$ cat config.mk
export PLATFORM = sky130hd
export DESIGN_NAME = fifo_rd_pack_m
export DESIGN_NICKNAME = d
export VERILOG_FILES = /design/src/rtl/fifo_rd_pack_m.sv
export SDC_FILE = /design/constraint.sdc
export NUM_CORES = 1
export LEC_CHECK = 0
export CORE_ASPECT_RATIO = 0.8
export CORE_MARGIN = 2
export CORE_UTILIZATION = 55
export CTS_CLUSTER_SIZE = 16
export DETAILED_ROUTE_END_ITERATION = 12
export PLACE_DENSITY = 0.82
export SYNTH_ARGS = -nofsm -noshare
export SYNTH_HDL_FRONTEND = slang
export SYNTH_SLANG_ARGS = --single-unit
$ cat constraint.sdc
create_clock -name clk -period 3.4 [get_ports clk]
set_clock_uncertainty 0.2 [all_clocks]
set_input_delay 0.85 -clock clk [delete_from_list [all_inputs] [get_ports clk]]
set_output_delay 0.85 -clock clk [all_outputs]
set_load 0.005 [all_outputs]
$ cat src/rtl/fifo_rd_pack_m.sv
// ---------------------------------------------------------------------------
// fifo_rd_pack_m
//
// Read-side packer for a first-word-fall-through FIFO. It runs in the FIFO's
// read clock domain. It pops narrow FIFO words and packs RATIO consecutive
// words into one wide word. The wide word is presented on a registered
// valid/ready output. With out_ready held high the packer sustains one pop
// per clock, and a completed word hands over without a bubble.
//
// Parameters:
//   IN_W   width of one FIFO word (>= 1)
//   RATIO  FIFO words per output word (>= 2)
//
// Ports:
//   clk          clock (FIFO read clock)
//   rst          asynchronous active-high reset
//   head         FIFO head word, valid while empty = 0
//   empty        FIFO empty flag
//   rd_rst_busy  FIFO read-side reset in progress; blocks popping
//   pop          FIFO read enable (combinational)
//   out_data     packed word; the first popped word sits in the low lane
//   out_valid    out_data valid
//   out_ready    downstream accepts out_data
//
// Optional build macro FIFO_RD_PACK_FLUSH_EN adds these ports:
//   flush        request emission of a partially filled word
//   out_lanes    number of valid lanes in out_data
// ---------------------------------------------------------------------------
module fifo_rd_pack_m #(
  parameter int IN_W  = 8,
  parameter int RATIO = 4
) (
  input  logic                       clk,
  input  logic                       rst,
  input  logic [IN_W-1:0]            head,
  input  logic                       empty,
  input  logic                       rd_rst_busy,
  output logic                       pop,
  output logic [IN_W*RATIO-1:0]      out_data,
  output logic                       out_valid,
  input  logic                       out_ready
`ifdef FIFO_RD_PACK_FLUSH_EN
  ,
  input  logic                       flush,
  output logic [$clog2(RATIO+1)-1:0] out_lanes
`endif
);

  localparam int CNT_W  = $clog2(RATIO);
  localparam int ACC_W  = (RATIO - 1) * IN_W;
  localparam int OUT_W  = IN_W * RATIO;
  localparam logic [CNT_W-1:0] CNT_LAST = CNT_W'(RATIO - 1);

  generate
    if (RATIO < 2) begin : g_ratio_check
      $error("fifo_rd_pack_m: RATIO must be at least 2");
    end
  endgenerate

  // -------------------------------------------------------------------------
  // State
  // -------------------------------------------------------------------------
  logic [CNT_W-1:0] cnt_q, cnt_d;
  logic [ACC_W-1:0] acc_q, acc_d;
  logic [OUT_W-1:0] out_data_q, out_data_d;
  logic             out_valid_q, out_valid_d;

  // -------------------------------------------------------------------------
  // Pop control
  // -------------------------------------------------------------------------
  logic slot_free;
  logic cnt_last;
  logic pop_block;
  logic complete;

  assign slot_free = !out_valid_q || out_ready;
  assign cnt_last  = (cnt_q == CNT_LAST);

`ifdef FIFO_RD_PACK_FLUSH_EN
  localparam int LANE_W = $clog2(RATIO + 1);

  logic              flag_q, flag_d;
  logic [LANE_W-1:0] lanes_q, lanes_d;
  logic              pend;
  logic              flush_fire;
  logic [LANE_W-1:0] lanes_now;
  logic [OUT_W-1:0]  partial_word;

  // A fresh flush request counts as pending in the same cycle it arrives.
  assign pend       = flag_q || flush;
  assign flush_fire = pend && slot_free;
  // While a flush waits for the output slot, the last lane must stay empty.
  // Otherwise a full word would complete and the flush would be lost.
  assign pop_block  = pend && cnt_last;
`else
  assign pop_block  = 1'b0;
`endif

  // rst is part of the term so that pop is low during reset, even while the
  // asynchronous reset has not yet reached the registers.
  assign pop = !rst && !empty && !rd_rst_busy
               && (!cnt_last || slot_free) && !pop_block;

  // A pop into the last lane always has a free slot because of the pop term.
  assign complete = pop && cnt_last;

  // -------------------------------------------------------------------------
  // Accumulator lanes. The current lane takes head on a pop. A pop into the
  // last lane never writes here, because that word goes straight to the
  // output register.
  // -------------------------------------------------------------------------
  genvar gi;
  generate
    for (gi = 0; gi < RATIO - 1; gi++) begin : g_acc
      assign acc_d[gi*IN_W +: IN_W] = (pop && (cnt_q == CNT_W'(gi)))
                                      ? head
                                      : acc_q[gi*IN_W +: IN_W];
    end
  endgenerate

`ifdef FIFO_RD_PACK_FLUSH_EN
  // Partial word layout:
  //   - Lanes below cnt come from the accumulator.
  //   - The lane at cnt takes head if a pop happens this cycle.
  //   - All other lanes are zero.
  // The last lane is never filled here, because popping into it is blocked
  // while a flush is pending.
  generate
    for (gi = 0; gi < RATIO; gi++) begin : g_partial
      if (gi < RATIO - 1) begin : g_mid
        assign partial_word[gi*IN_W +: IN_W] =
          (cnt_q > CNT_W'(gi))                ? acc_q[gi*IN_W +: IN_W] :
          (pop && (cnt_q == CNT_W'(gi)))      ? head                   :
                                                {IN_W{1'b0}};
      end else begin : g_top
        assign partial_word[gi*IN_W +: IN_W] = {IN_W{1'b0}};
      end
    end
  endgenerate

  // pop adds one lane when it is high and nothing when it is low.
  assign lanes_now = LANE_W'(cnt_q) + LANE_W'(pop);
`endif

  // -------------------------------------------------------------------------
  // Next-state logic
  // -------------------------------------------------------------------------
  always_comb begin
    cnt_d       = cnt_q;
    out_data_d  = out_data_q;
    // A transfer empties the slot unless a new word is loaded below.
    out_valid_d = out_valid_q && !out_ready;

    if (pop) begin
      cnt_d = cnt_last ? '0 : cnt_q + 1'b1;
    end

    if (complete) begin
      out_data_d  = {head, acc_q};
      out_valid_d = 1'b1;
    end

`ifdef FIFO_RD_PACK_FLUSH_EN
    lanes_d = lanes_q;
    flag_d  = pend && !flush_fire;

    if (complete) begin
      lanes_d = LANE_W'(RATIO);
    end

    // complete and flush_fire never occur together, because pop_block
    // stops the completing pop whenever a flush is pending.
    if (flush_fire) begin
      cnt_d = '0;
      // A flush with nothing accumulated emits nothing.
      if (lanes_now != '0) begin
        out_data_d  = partial_word;
        out_valid_d = 1'b1;
        lanes_d     = lanes_now;
      end
    end
`endif
  end

  // -------------------------------------------------------------------------
  // Registers
  // -------------------------------------------------------------------------
  always_ff @(posedge clk or posedge rst) begin
    if (rst) begin
      cnt_q       <= '0;
      acc_q       <= '0;
      out_data_q  <= '0;
      out_valid_q <= 1'b0;
    end else begin
      cnt_q       <= cnt_d;
      acc_q       <= acc_d;
      out_data_q  <= out_data_d;
      out_valid_q <= out_valid_d;
    end
  end

`ifdef FIFO_RD_PACK_FLUSH_EN
  always_ff @(posedge clk or posedge rst) begin
    if (rst) begin
      flag_q  <= 1'b0;
      lanes_q <= '0;
    end else begin
      flag_q  <= flag_d;
      lanes_q <= lanes_d;
    end
  end

  assign out_lanes = lanes_q;
`endif

  assign out_data  = out_data_q;
  assign out_valid = out_valid_q;

endmodule

==> metrics.json <==
{
  "outcome": {"value": "complete, no violations"},
  "first_pass_iters": {"value": 4},
  "layout-area-overhead-vs-synth": {"value": 30.2, "unit": "%"},
  "syn_nets": {"value": 155},
  "cts_tree": {"value": "yes"},
  "yosysUniqueCellTypes": {"value": 14},
  "dr.first_iter.drc_count": {"value": 33},
  "antenna-diode-count": {"value": 0},
  "pin_count_of_the_biggest_net_entering_global_routing": {"value": 31},
  "floorplan.initialDensity": {"value": 57.6, "unit": "%"},
  "power.density": {"value": 803, "unit": "nW/um^2"},
  "dp_worst_setup_slack": {"value": 121, "unit": "ps"},
  "worst_path_largest_cell_delay": {"value": 490, "unit": "ps"},
  "hold_path.class": {"value": "reg -> reg"},
  "cts.repair_timing.setup_buffer_count": {"value": 0},
  "grt_pass1_wl": {"value": 7.26, "unit": "mm"},
  "crit_fanout": {"value": 3},
  "clk_pin_slew": {"value": 60, "unit": "ps"},
  "most_numerous_cell_on_the_critical_path": {"value": "sky130_fd_sc_hd__clkdlybuf4s50_1"},
  "first_global_vias": {"value": 1421},
  "rsz_0062_raised_after_global_routing": {"value": "no"},
  "arrival": {"value": 2220, "unit": "ps"},
  "design.die.area": {"value": 4960, "unit": "um^2"},
  "yosysWarningCount": {"value": 0},
  "syn-cell-area": {"value": 2420, "unit": "um^2"},
  "clock_latency": {"value": 330, "unit": "ps"},
  "clk_sink_count": {"value": 59},
  "antenna_violations_before_repair": {"value": 0},
  "route.detailed.vias_per_inst": {"value": 5.11},
  "layout.filler_cells": {"value": 263},
  "setup.worst_path.end_class": {"value": "output port"},
  "post-route-min-period": {"value": 3270, "unit": "ps"},
  "grt_usage": {"value": 20.2, "unit": "%"},
  "post_synth.cell_area_avg": {"value": 17.6, "unit": "um^2"},
  "drcViolationCount": {"value": 0},
  "setup_total_negative_slack": {"value": 0, "unit": "ps"},
  "total_of_flip_flops_plus_latches_after_synthesis": {"value": 59},
  "max-vdd-ir-drop": {"value": 0.000499, "unit": "V"},
  "die_width": {"value": 78.2, "unit": "um"},
  "timing.setup.critical_path_class": {"value": "in -> out"},
  "layout-drive-gt1-share": {"value": 40.5, "unit": "%"},
  "timing.final.ws_setup": {"value": 134, "unit": "ps"},
  "htree_levels": {"value": 3},
  "leakage": {"value": 1.53, "unit": "nW"},
  "synthCells": {"value": 138},
  "crit_chain": {"value": "clkdlybuf4s50_1 > nor3_4 > nand2_1 > inv_1 > clkdlybuf4s50_1"},
  "cts-root-buf": {"value": "sky130_fd_sc_hd__clkbuf_8"},
  "worstPathRequired": {"value": 2350, "unit": "ps"},
  "crit_path_top_delay_cell": {"value": "sky130_fd_sc_hd__clkdlybuf4s50_1"},
  "setup_viol": {"value": 0},
  "tightestPinTransition": {"value": 648, "unit": "ps"},
  "io_pins": {"value": 47},
  "core_outline_area": {"value": 4200, "unit": "um^2"},
  "max_cap_viol_count": {"value": 0},
  "ctsHoldBuffers": {"value": 0},
  "place_congestion": {"value": 0.737},
  "maxClockFrequency": {"value": 306, "unit": "MHz"},
  "timing.final.crit_share": {"value": 96.0, "unit": "%"},
  "finalMaxSlewViolations": {"value": 0},
  "globalRoute.totalOverflow": {"value": 0},
  "relSlewSlack": {"value": 56.7, "unit": "%"},
  "worstSetupStartpointType": {"value": "primary input"},
  "routedWlPerCell": {"value": 16.8, "unit": "um"},
  "synth_sequential_area_ratio": {"value": 60.9, "unit": "%"},
  "cts_made_buffers": {"value": 9},
  "vias": {"value": 1314},
  "timing.critical_path.max_delay_family": {"value": "buffers and inverters"},
  "finalHoldViolCount": {"value": 0},
  "route.final.wire_length": {"value": 4.32, "unit": "mm"},
  "hpwl_after_detailed_placement": {"value": 2.92, "unit": "mm"},
  "final_nets": {"value": 213},
  "row_count": {"value": 21},
  "ctsLongestPathBuffers": {"value": 2},
  "cts-resized-gates": {"value": 0},
  "cp_num_buf_inv": {"value": 3},
  "place.port_buffers": {"value": 46},
  "die_height": {"value": 63.4, "unit": "um"},
  "drt.antenna.violating_nets": {"value": 0}
}
==> synth_stat cells <==
library cell                n  area share, %
sky130_fd_sc_hd__nand2b_1   1           0.26
sky130_fd_sc_hd__a22o_1     1           0.36
sky130_fd_sc_hd__nand3_4    1           0.72
sky130_fd_sc_hd__nand3b_1   1           0.31
sky130_fd_sc_hd__dfrtp_1   59             61
sky130_fd_sc_hd__nor2_1     1           0.15
sky130_fd_sc_hd__inv_1      4           0.62
sky130_fd_sc_hd__nor3_4     1           0.67
sky130_fd_sc_hd__nand3_2    3            1.2
sky130_fd_sc_hd__buf_6      3            1.4
sky130_fd_sc_hd__mux2_2    28             13
sky130_fd_sc_hd__ha_1       4            2.1
sky130_fd_sc_hd__nand2_1    2           0.31
sky130_fd_sc_hd__mux2_4    29             18
==> per-layer routing <==
layer / share of wire, % / GRT usage, % / up-vias
met2: 49 / 33.7 / 37
met3: 6.2 / 9.17 / 2
li1: - / - / 601
met4: 0.19 / 5.26 / 0
met1: 44 / 23.8 / 674
met5: 0 / 0 / -
==> power by group <==
part           total, mW  switching, mW  internal [mW]  leakage, nW
logic              0.793          0.214          0.579        0.685
registers           1.18          0.173           1.00        0.751
clock network      0.567          0.249          0.317       0.0953
total               2.54          0.637           1.90         1.53
==> cells by family (layout without fill, tap and decap cells) <==
kind of cell	count (synthesis)	after routing	share of synthesized area (%)
buffers and inverters	7	69	2.01
AO/OA/AOI/OAI	1	1	0.361
adder cells (fa/ha/maj)	4	4	2.07
multiplexers	57	57	31.0
AND/OR/NAND/NOR	10	10	3.67
flip-flops	59	59	60.9
==> area by class of cell <==
cell class / instances / area [um^2] / area share [%]
clock inverter: 2 / 10.0 / 0.317
tap: 57 / 71.3 / 2.26
clock buffer: 13 / 169 / 5.35
timing repair buffer: 50 / 515 / 16.3
multi-input combinational: 72 / 898 / 28.5
inverter: 4 / 15.0 / 0.476
sequential: 59 / 1480 / 46.8
==> worst reg2reg max path: stages (launching register included) <==
cell and delay, ps:
sky130_fd_sc_hd__dfrtp_1 430, sky130_fd_sc_hd__ha_1 280, sky130_fd_sc_hd__nand3b_1 140, sky130_fd_sc_hd__buf_4 150, sky130_fd_sc_hd__nand3_2 260, sky130_fd_sc_hd__mux2_2 370
==> flip-flops by register name, indices dropped and copies added (netlist names) <==
register   cells
cnt_q          2
out_valid      1
acc_q         24
out_data      32
==> worst paths after layout <==
check | cells after the start | slack, ps | to | start
worst min-delay path | 1 | 300 | out_data[21] | acc_q[21]
worst max register to register | 5 | 1450 | acc_q[4] | cnt_q[0]
max in group asynchronous | 3 | 1610 | out_data[11] | rst
worst min register to register | 1 | 300 | out_data[21] | acc_q[21]
min in group asynchronous | 2 | 810 | acc_q[13] | rst
worst max-delay path | 5 | 130 | pop | rst
==> placed cells by master, fill, tap and decap left out, drive strengths merged <==
cell / Yosys / final
dfrtp: 59 / 59
mux2: 57 / 57
clkdlybuf4s50: 0 / 46
clkbuf: 0 / 13
ha: 4 / 4
nand3: 4 / 4
inv: 4 / 4
buf: 3 / 4
nand2: 2 / 2
clkinv: 0 / 2
nor3: 1 / 1
nand2b: 1 / 1
nand3b: 1 / 1
nor2: 1 / 1
a22o: 1 / 1
==> through the flow <==
step / power [mW] / area [um^2] / instances / util (%) / hold WS [ps]
2_1_floorplan: 1.57 / 2420 / 138 / - / 275
3_3_place_gp: 1.94 / 2980 / 242 / 70.8 / 286
6_report: 2.54 / 3160 / 257 / 75.1 / 300
5_1_grt: 2.69 / 3160 / 257 / 75.1 / 312
3_5_place_dp: 1.99 / 2980 / 242 / 70.8 / 288
4_1_cts: 2.57 / 3160 / 257 / 75.1 / 301
(Power assumes the default switching activity.)
